--- src/rtl/vga_dither_out.sv ---
// ============================================================================
// vga_dither_out
// ----------------------------------------------------------------------------
// Output stage between the test-pattern generator and the resistor-ladder
// VGA DAC. RGB565 pixels are expanded to 8 bits per channel by bit
// replication. A 4x4 ordered (Bayer) threshold is added, the result is
// saturated and reduced to OUT_BITS per channel, and blanking is forced.
// Syncs, enable and data all pass through the same two registers, so every
// output reflects the inputs sampled exactly two vga_clk edges earlier.
// frame_start pulses for one cycle when vga_vs first shows its active level.
//
// Optional feature macro: TEMPORAL_DITHER_EN
//   defined     -> frame_ph advances on each input vsync leading edge, so the
//                  Bayer index rotates from frame to frame.
//   not defined -> frame_ph stays 0 and the dither pattern is static.
//
// Parameters:
//   OUT_BITS        DAC bits per channel (4..8)
//   SYNC_ACTIVE_LOW 1 = syncs active-low (in and out), 0 = active-high
//
// Ports:
//   vga_clk                 pixel clock
//   rst                     synchronous reset, active-high
//   in_hs, in_vs, in_de     raw sync / enable from the generator
//   in_r, in_g, in_b        RGB565 pixel
//   dither_en               1 = dither, 0 = plain truncation
//   vga_hs, vga_vs, vga_de  re-timed sync / enable
//   vga_r, vga_g, vga_b     DAC data, OUT_BITS each
//   frame_start             one-cycle pulse on the output vsync leading edge
// ============================================================================
module vga_dither_out #(
    parameter int OUT_BITS        = 6,
    parameter bit SYNC_ACTIVE_LOW = 1'b1
) (
    input  logic                vga_clk,
    input  logic                rst,
    input  logic                in_hs,
    input  logic                in_vs,
    input  logic                in_de,
    input  logic [4:0]          in_r,
    input  logic [5:0]          in_g,
    input  logic [4:0]          in_b,
    input  logic                dither_en,
    output logic                vga_hs,
    output logic                vga_vs,
    output logic                vga_de,
    output logic [OUT_BITS-1:0] vga_r,
    output logic [OUT_BITS-1:0] vga_g,
    output logic [OUT_BITS-1:0] vga_b,
    output logic                frame_start
);

    // Number of bits dropped when going from 8 bits to the DAC width.
    localparam int   D        = 8 - OUT_BITS;
    localparam logic SYNC_ON  = SYNC_ACTIVE_LOW ? 1'b0 : 1'b1;
    localparam logic SYNC_OFF = SYNC_ACTIVE_LOW ? 1'b1 : 1'b0;

    if (OUT_BITS < 4 || OUT_BITS > 8) begin : g_bad_out_bits
        $error("vga_dither_out: OUT_BITS must be in 4..8");
    end

    // ------------------------------------------------------------------
    // Stage-1 registers (raw inputs expanded to 8 bits, dither index).
    // ------------------------------------------------------------------
    logic       r_hs1, r_vs1, r_de1, r_den1;
    logic [7:0] r_r8, r_g8, r_b8;
    logic [1:0] r_xi1, r_yi1;

    // Screen position of the pixel currently presented at the inputs.
    logic [10:0] r_x_pos;
    logic [9:0]  r_y_pos;
    logic [1:0]  r_frame_ph;

    logic       w_vs_lead;
    logic [3:0] w_bayer;
    logic [3:0] w_t;

    // r_vs1 is the previous input vsync, so this is the input leading edge.
    assign w_vs_lead = (in_vs == SYNC_ON) && (r_vs1 == SYNC_OFF);

    function automatic logic [3:0] bayer(input logic [1:0] y, input logic [1:0] x);
        logic [3:0] v;
        case ({y, x})
            4'h0: v = 4'd0;   4'h1: v = 4'd8;   4'h2: v = 4'd2;   4'h3: v = 4'd10;
            4'h4: v = 4'd12;  4'h5: v = 4'd4;   4'h6: v = 4'd14;  4'h7: v = 4'd6;
            4'h8: v = 4'd3;   4'h9: v = 4'd11;  4'hA: v = 4'd1;   4'hB: v = 4'd9;
            default: begin
                case (x)
                    2'd0:    v = 4'd15;
                    2'd1:    v = 4'd7;
                    2'd2:    v = 4'd13;
                    default: v = 4'd5;
                endcase
            end
        endcase
        return v;
    endfunction

    // Add threshold, clamp at 255 (white must never wrap to black), keep
    // the top OUT_BITS bits.
    function automatic logic [OUT_BITS-1:0] dither_ch(input logic [7:0] c8,
                                                      input logic [3:0] t);
        logic [8:0] s;
        logic [7:0] sat;
        s   = {1'b0, c8} + {5'b0, t};
        sat = s[8] ? 8'hFF : s[7:0];
        return sat[7 -: OUT_BITS];
    endfunction

    assign w_bayer = bayer(r_yi1, r_xi1);
    // Scale the 0..15 Bayer value to the size of one output LSB (D bits).
    assign w_t = (D == 0 || !r_den1) ? 4'd0 : 4'(w_bayer >> (4 - D));

    // ------------------------------------------------------------------
    // Stage 1 + position counters
    // ------------------------------------------------------------------
    always_ff @(posedge vga_clk) begin
        if (rst) begin
            // NOTE: sequential state is always written with non-blocking
            // assignments so every register samples pre-edge values.
            r_hs1      <= SYNC_OFF;
            r_vs1      <= SYNC_OFF;
            r_de1      <= 1'b0;
            r_den1     <= 1'b0;
            r_r8       <= 8'd0;
            r_g8       <= 8'd0;
            r_b8       <= 8'd0;
            r_xi1      <= 2'd0;
            r_yi1      <= 2'd0;
            r_x_pos    <= 11'd0;
            r_y_pos    <= 10'd0;
            r_frame_ph <= 2'd0;
        end else begin
            r_hs1  <= in_hs;
            r_vs1  <= in_vs;
            r_de1  <= in_de;
            r_den1 <= dither_en;
            r_r8   <= {in_r, in_r[4:2]};
            r_g8   <= {in_g, in_g[5:4]};
            r_b8   <= {in_b, in_b[4:2]};
            r_xi1  <= r_x_pos[1:0] ^ {2{r_frame_ph[0]}};
            r_yi1  <= r_y_pos[1:0] ^ {2{r_frame_ph[1]}};

            // r_x_pos holds the index the next active pixel will get: it is
            // cleared throughout blanking so the first de=1 pixel sees 0.
            if (in_de) begin
                if (r_x_pos != 11'h7FF) begin
                    r_x_pos <= r_x_pos + 11'd1;
                end
            end else begin
                r_x_pos <= 11'd0;
            end

            if (w_vs_lead) begin
                r_y_pos <= 10'd0;
            end else if (r_de1 && !in_de) begin
                r_y_pos <= r_y_pos + 10'd1;
            end

`ifdef TEMPORAL_DITHER_EN
            if (w_vs_lead) begin
                r_frame_ph <= r_frame_ph + 2'd1;
            end
`endif
        end
    end

    // ------------------------------------------------------------------
    // Stage 2: dither, reduce, blank, re-time
    // ------------------------------------------------------------------
    always_ff @(posedge vga_clk) begin
        if (rst) begin
            vga_hs      <= SYNC_OFF;
            vga_vs      <= SYNC_OFF;
            vga_de      <= 1'b0;
            vga_r       <= '0;
            vga_g       <= '0;
            vga_b       <= '0;
            frame_start <= 1'b0;
        end else begin
            vga_hs <= r_hs1;
            vga_vs <= r_vs1;
            vga_de <= r_de1;
            if (r_de1) begin
                vga_r <= dither_ch(r_r8, w_t);
                vga_g <= dither_ch(r_g8, w_t);
                vga_b <= dither_ch(r_b8, w_t);
            end else begin
                vga_r <= '0;
                vga_g <= '0;
                vga_b <= '0;
            end
            // High in exactly the cycle vga_vs first turns active.
            frame_start <= (r_vs1 == SYNC_ON) && (vga_vs == SYNC_OFF);
        end
    end

endmodule
--- config.mk ---
export PLATFORM = sky130hd
export DESIGN_NAME = vga_dither_out
export DESIGN_NICKNAME = d
export VERILOG_FILES = /design/src/rtl/vga_dither_out.sv
export SDC_FILE = /design/constraint.sdc
export NUM_CORES = 1
export LEC_CHECK = 0
export ABC_AREA = 1
export ABC_CLOCK_PERIOD_IN_PS = 3600
export CORE_MARGIN = 1.5
export CORE_UTILIZATION = 54
export CTS_CLUSTER_SIZE = 12
export DETAILED_ROUTE_END_ITERATION = 16
export PLACE_DENSITY = 0.85
export SLEW_MARGIN = 10
export SYNTH_ARGS = -nofsm -noshare
export SYNTH_HDL_FRONTEND = slang
export SYNTH_SLANG_ARGS = --single-unit
--- constraint.sdc ---
create_clock -name vga_clk -period 3.6 [get_ports vga_clk]
set_clock_uncertainty 0.05 [all_clocks]
set_input_delay 0.36 -clock vga_clk [delete_from_list [all_inputs] [get_ports vga_clk]]
set_output_delay 0.36 -clock vga_clk [all_outputs]
set_load 0.05 [all_outputs]
==> out/summary.md <==
In this run the critical register-to-register path is launched from r_x_pos[0]. The post-route standard cell area excluding fillers came out at 2770 um2. STA classifies the critical path endpoint as an output port.

The count of flip-flops with a built-in enable after synthesis works out to 0. The highest clock rate was 536 MHz. The I/O pin count was 44. The number of placed instances, taps included was 376; the data arrival time of the worst path was 1.45 ns. The number of nets in the layout was 356.

The number of logic stages on the critical path including buffering came out at 1. The register-to-register setup slack came out at 2.00 ns. The combined area of all synthesized cells is 2200 um2, and the filler-free cell count of the finished design is 384.

Across the VDD grid, the largest voltage drop is 0.253 mV. The category of cells accounting for the largest share of critical-path delay is buffers and inverters. In this design, the stage delay of the slowest critical-path cell is 0.81 ns.

The leakage power total is 1.28 nW, and the via count of the first global-routing pass is 1764. The run gives 7400 um as the wire length of the first global-routing pass. Entering global routing, the biggest net connects 26 pins.

Once routing completed, OpenROAD measured the worst setup slack at 1.74 ns. The die covers 4470 um2. Cell count of the worst hold path: 1. For the pin with the worst max-slew slack, the measured transition is 0.507 ns. Traced cell by cell, the critical path runs through clkdlybuf4s50_1.

The count of mapped cells out of synthesis is 286. Synthesis inferred 56 register bits. Placement-stage cell area: 2680 um2.

The number of DRC violations after detailed routing is 0. The quantity of I/O buffers inserted on ports came out at 43. The kind of path behind the tightest hold check was flop to flop. TritonCTS built the clock tree. Prior to clock tree synthesis, the placed netlist has a worst setup slack of 1.71 ns. The power dissipated by switching net loads was 256 uW. The tools report the overall routed net length as 4320 um. The switching share of power came out at 0.234.

The library cell with the highest instance count after synthesis was inv_1. In this run the standard cell core region covers 3970 um2. The library cell contributing the largest single delay on the critical path was clkdlybuf4s50_1. Yosys attributes the largest share of cell area to dfxtp_1 51%, inv_1 9.7%, nand2_1 8.2%. The critical path is of the flop to output port type. The worst hold path begins at r_hs1.

Dividing the detail-routed wire length by the instance count gives 11.2 um. Relative contribution of the clock network to total power: 0.313. The first-pass iteration count of the detailed router came out at 4. The number of resized instances in the post-cts repair step is 0, and the number of buffers on the longest clock path is 2.

The number of clock buffers added by TritonCTS is 5. The critical path buffer and inverter count was 1. The number of cell rows is 23, and the total chip power is 1.09 mW.

The later pin in the worst-skew pair is clocked with a latency of 0.30 ns. Among all flip-flop cells after synthesis, the most frequent one is dfxtp_1. Setup violations remaining at the end of the flow were counted as 0.

The top cell type's share of synthesized area is 0.509. The run gives 0.555 as the initial core utilization. At the end of routability-driven placement, the weighted congestion stood at 0.914. The largest total area in the synthesized netlist belongs to dfxtp_1.

The total negative setup slack is 0 ns, and the overall die width is 66.9 um. The logs give 0 for the hold violation total from the final report and 0 for the count of pins over their slew limit. During synthesis, Yosys emitted a total of 0 warnings. Share of the core filled with cells: 0.698.

After synthesis, the most frequently instantiated cells are 57 x inv_1, 56 x dfxtp_1, 48 x nand2_1, 31 x nor2_1, 19 x nand3_1. The number of sinks on the clock net was 56; the clock period minus final worst setup slack was 1.86 ns. The part of the total power dissipated in combinational logic was 0.092. The detailed placer's ending HPWL is 3250 um. The tools report the internal power summed over all cells as 839 uW. Share of post-route cells with drive strength above 1: 0.0749. The number of cells on the worst reg-to-reg path is 7.

The final-layout worst hold slack was 0.367 ns. The tools report the number of levels the H-tree was split into as 2. The tools report the required time at the endpoint of the critical path as 3.19 ns. In this run, the number of DRC markers left after iteration 0 of detailed routing was 238. The mean instance size in the synthesized netlist came out at 7.70 um2.

CTS placed an instance of clkbuf_8 at the clock tree root. Relative to the synthesized area, the layout overhead comes to 25.9%. The worst relative slew slack came out at 0.661. Setup repair after global routing left no endpoint under its margin.

The power per cell area was 395 nW/um2. The tools report the count of buffers added by post-CTS timing repair for setup as 0. The die is 66.9 um tall. In this run the remaining antenna-violating nets after routing total 0. The tools report the sequential fraction of the synthesis area as 0.509.

Clock-pin slew was measured on the worst setup and hold paths at 0.09 ns. The logs give 309 for the number of nets in the synthesized netlist and 0 for the number of maximum-capacitance violations. The number of antenna repair diodes was 0.

The overall track demand over capacity in global routing is 0.221, and the total number of vias is 1940. The proportion of synthesized flip-flops having asynchronous set or reset works out to 0. The count of unique library cells instantiated by Yosys was 26. The hold-critical path endpoint is vga_hs. The post-detailed-route via-to-cell ratio is 5.05. After clock tree synthesis, the flow added hold-fix buffers numbering 0. The worst-path maximum fanout is 2, and the number of antenna violations at the first check in global routing is 0. The endpoint identified for the worst register-to-register timing path is r_x_pos[9].

The run gives 0.595 as the relative contribution of sequential cells to total power. STA classifies the critical path startpoint as a flop. After global routing the overflow that remains totals 0. The run finished with clean final reports. Final cycle utilization of the critical path: 0.518.
layer usage:
metal,vias to the layer above,part of all wire,track usage
li1,982,-,-
met1,881,0.41,0.237
met2,69,0.51,0.395
met3,8,0.061,0.0541
met4,0,0.026,0.117
met5,-,0,0
worst max path at each step:
stage,startpoint,to,slack (ns)
2_1_floorplan,r_x_pos[0],r_x_pos[1],2.29
3_3_place_gp,rst,r_x_pos[0],1.77
3_5_place_dp,rst,r_x_pos[0],1.71
4_1_cts,vga_vs,vga_vs,1.73
5_1_grt,vga_vs,vga_vs,1.69
6_report,vga_vs,vga_vs,1.74
placed cells by master, fill, tap and decap left out:
cell type	n
a21oi_1	16
nand2_1	48
clkinv_1	2
nand2_2	4
nand3_2	3
nor2_4	1
nand3_1	19
clkdlybuf4s50_1	43
nor3_1	3
nor2_1	31
inv_1	57
o21ai_0	4
or2_2	5
a31oi_1	2
nor3b_1	1
o21a_1	1
xor2_1	3
ha_1	1
dfxtp_1	56
clkbuf_1	2
clkbuf_8	6
buf_4	1
nand4_1	14
inv_2	2
nand4_2	3
xnor2_1	2
o21ai_1	4
cell type report:
class                           instances  area [um2]
Timing Repair Buffer                   44         438
Fill cell                             341        1200
Clock buffer                            8        90.1
Inverter                               61         229
Tap cell                               50        62.6
Sequential cell                        56        1120
Multi-Input combinational cell        165         833
cells by family (layout without fill, tap and decap cells):
| logic type | Yosys count | after routing | share of synthesized area |
|---|---|---|---|
| and+or+nand+nor | 132 | 132 | 0.289 |
| buffers and inverters | 65 | 113 | 0.113 |
| DFF | 56 | 56 | 0.509 |
| AOI/OAI and AO/OA | 27 | 27 | 0.0636 |
| xor gates and xnor gates | 5 | 5 | 0.0199 |
| adders and majority gates | 1 | 1 | 0.00568 |
power groups by stage:
stage / registers, mW / clock network, mW / logic [mW]
2_1_floorplan: 0.681 / 0 / 0.0406
6_report: 0.651 / 0.343 / 0.100
4_1_cts: 0.651 / 0.351 / 0.101
3_5_place_dp: 0.666 / 0 / 0.100
3_3_place_gp: 0.665 / 0 / 0.0974
5_1_grt: 0.654 / 0.379 / 0.111
state kept, by name, indices dropped and copies added, names as in the netlist, 5 cells and up:
signal,flops
r_x_pos,11
r_g8,6
vga_b,6
vga_g,6
vga_r,6
r_b8,5
r_r8,5
Power figures use the tool's default switching activity.
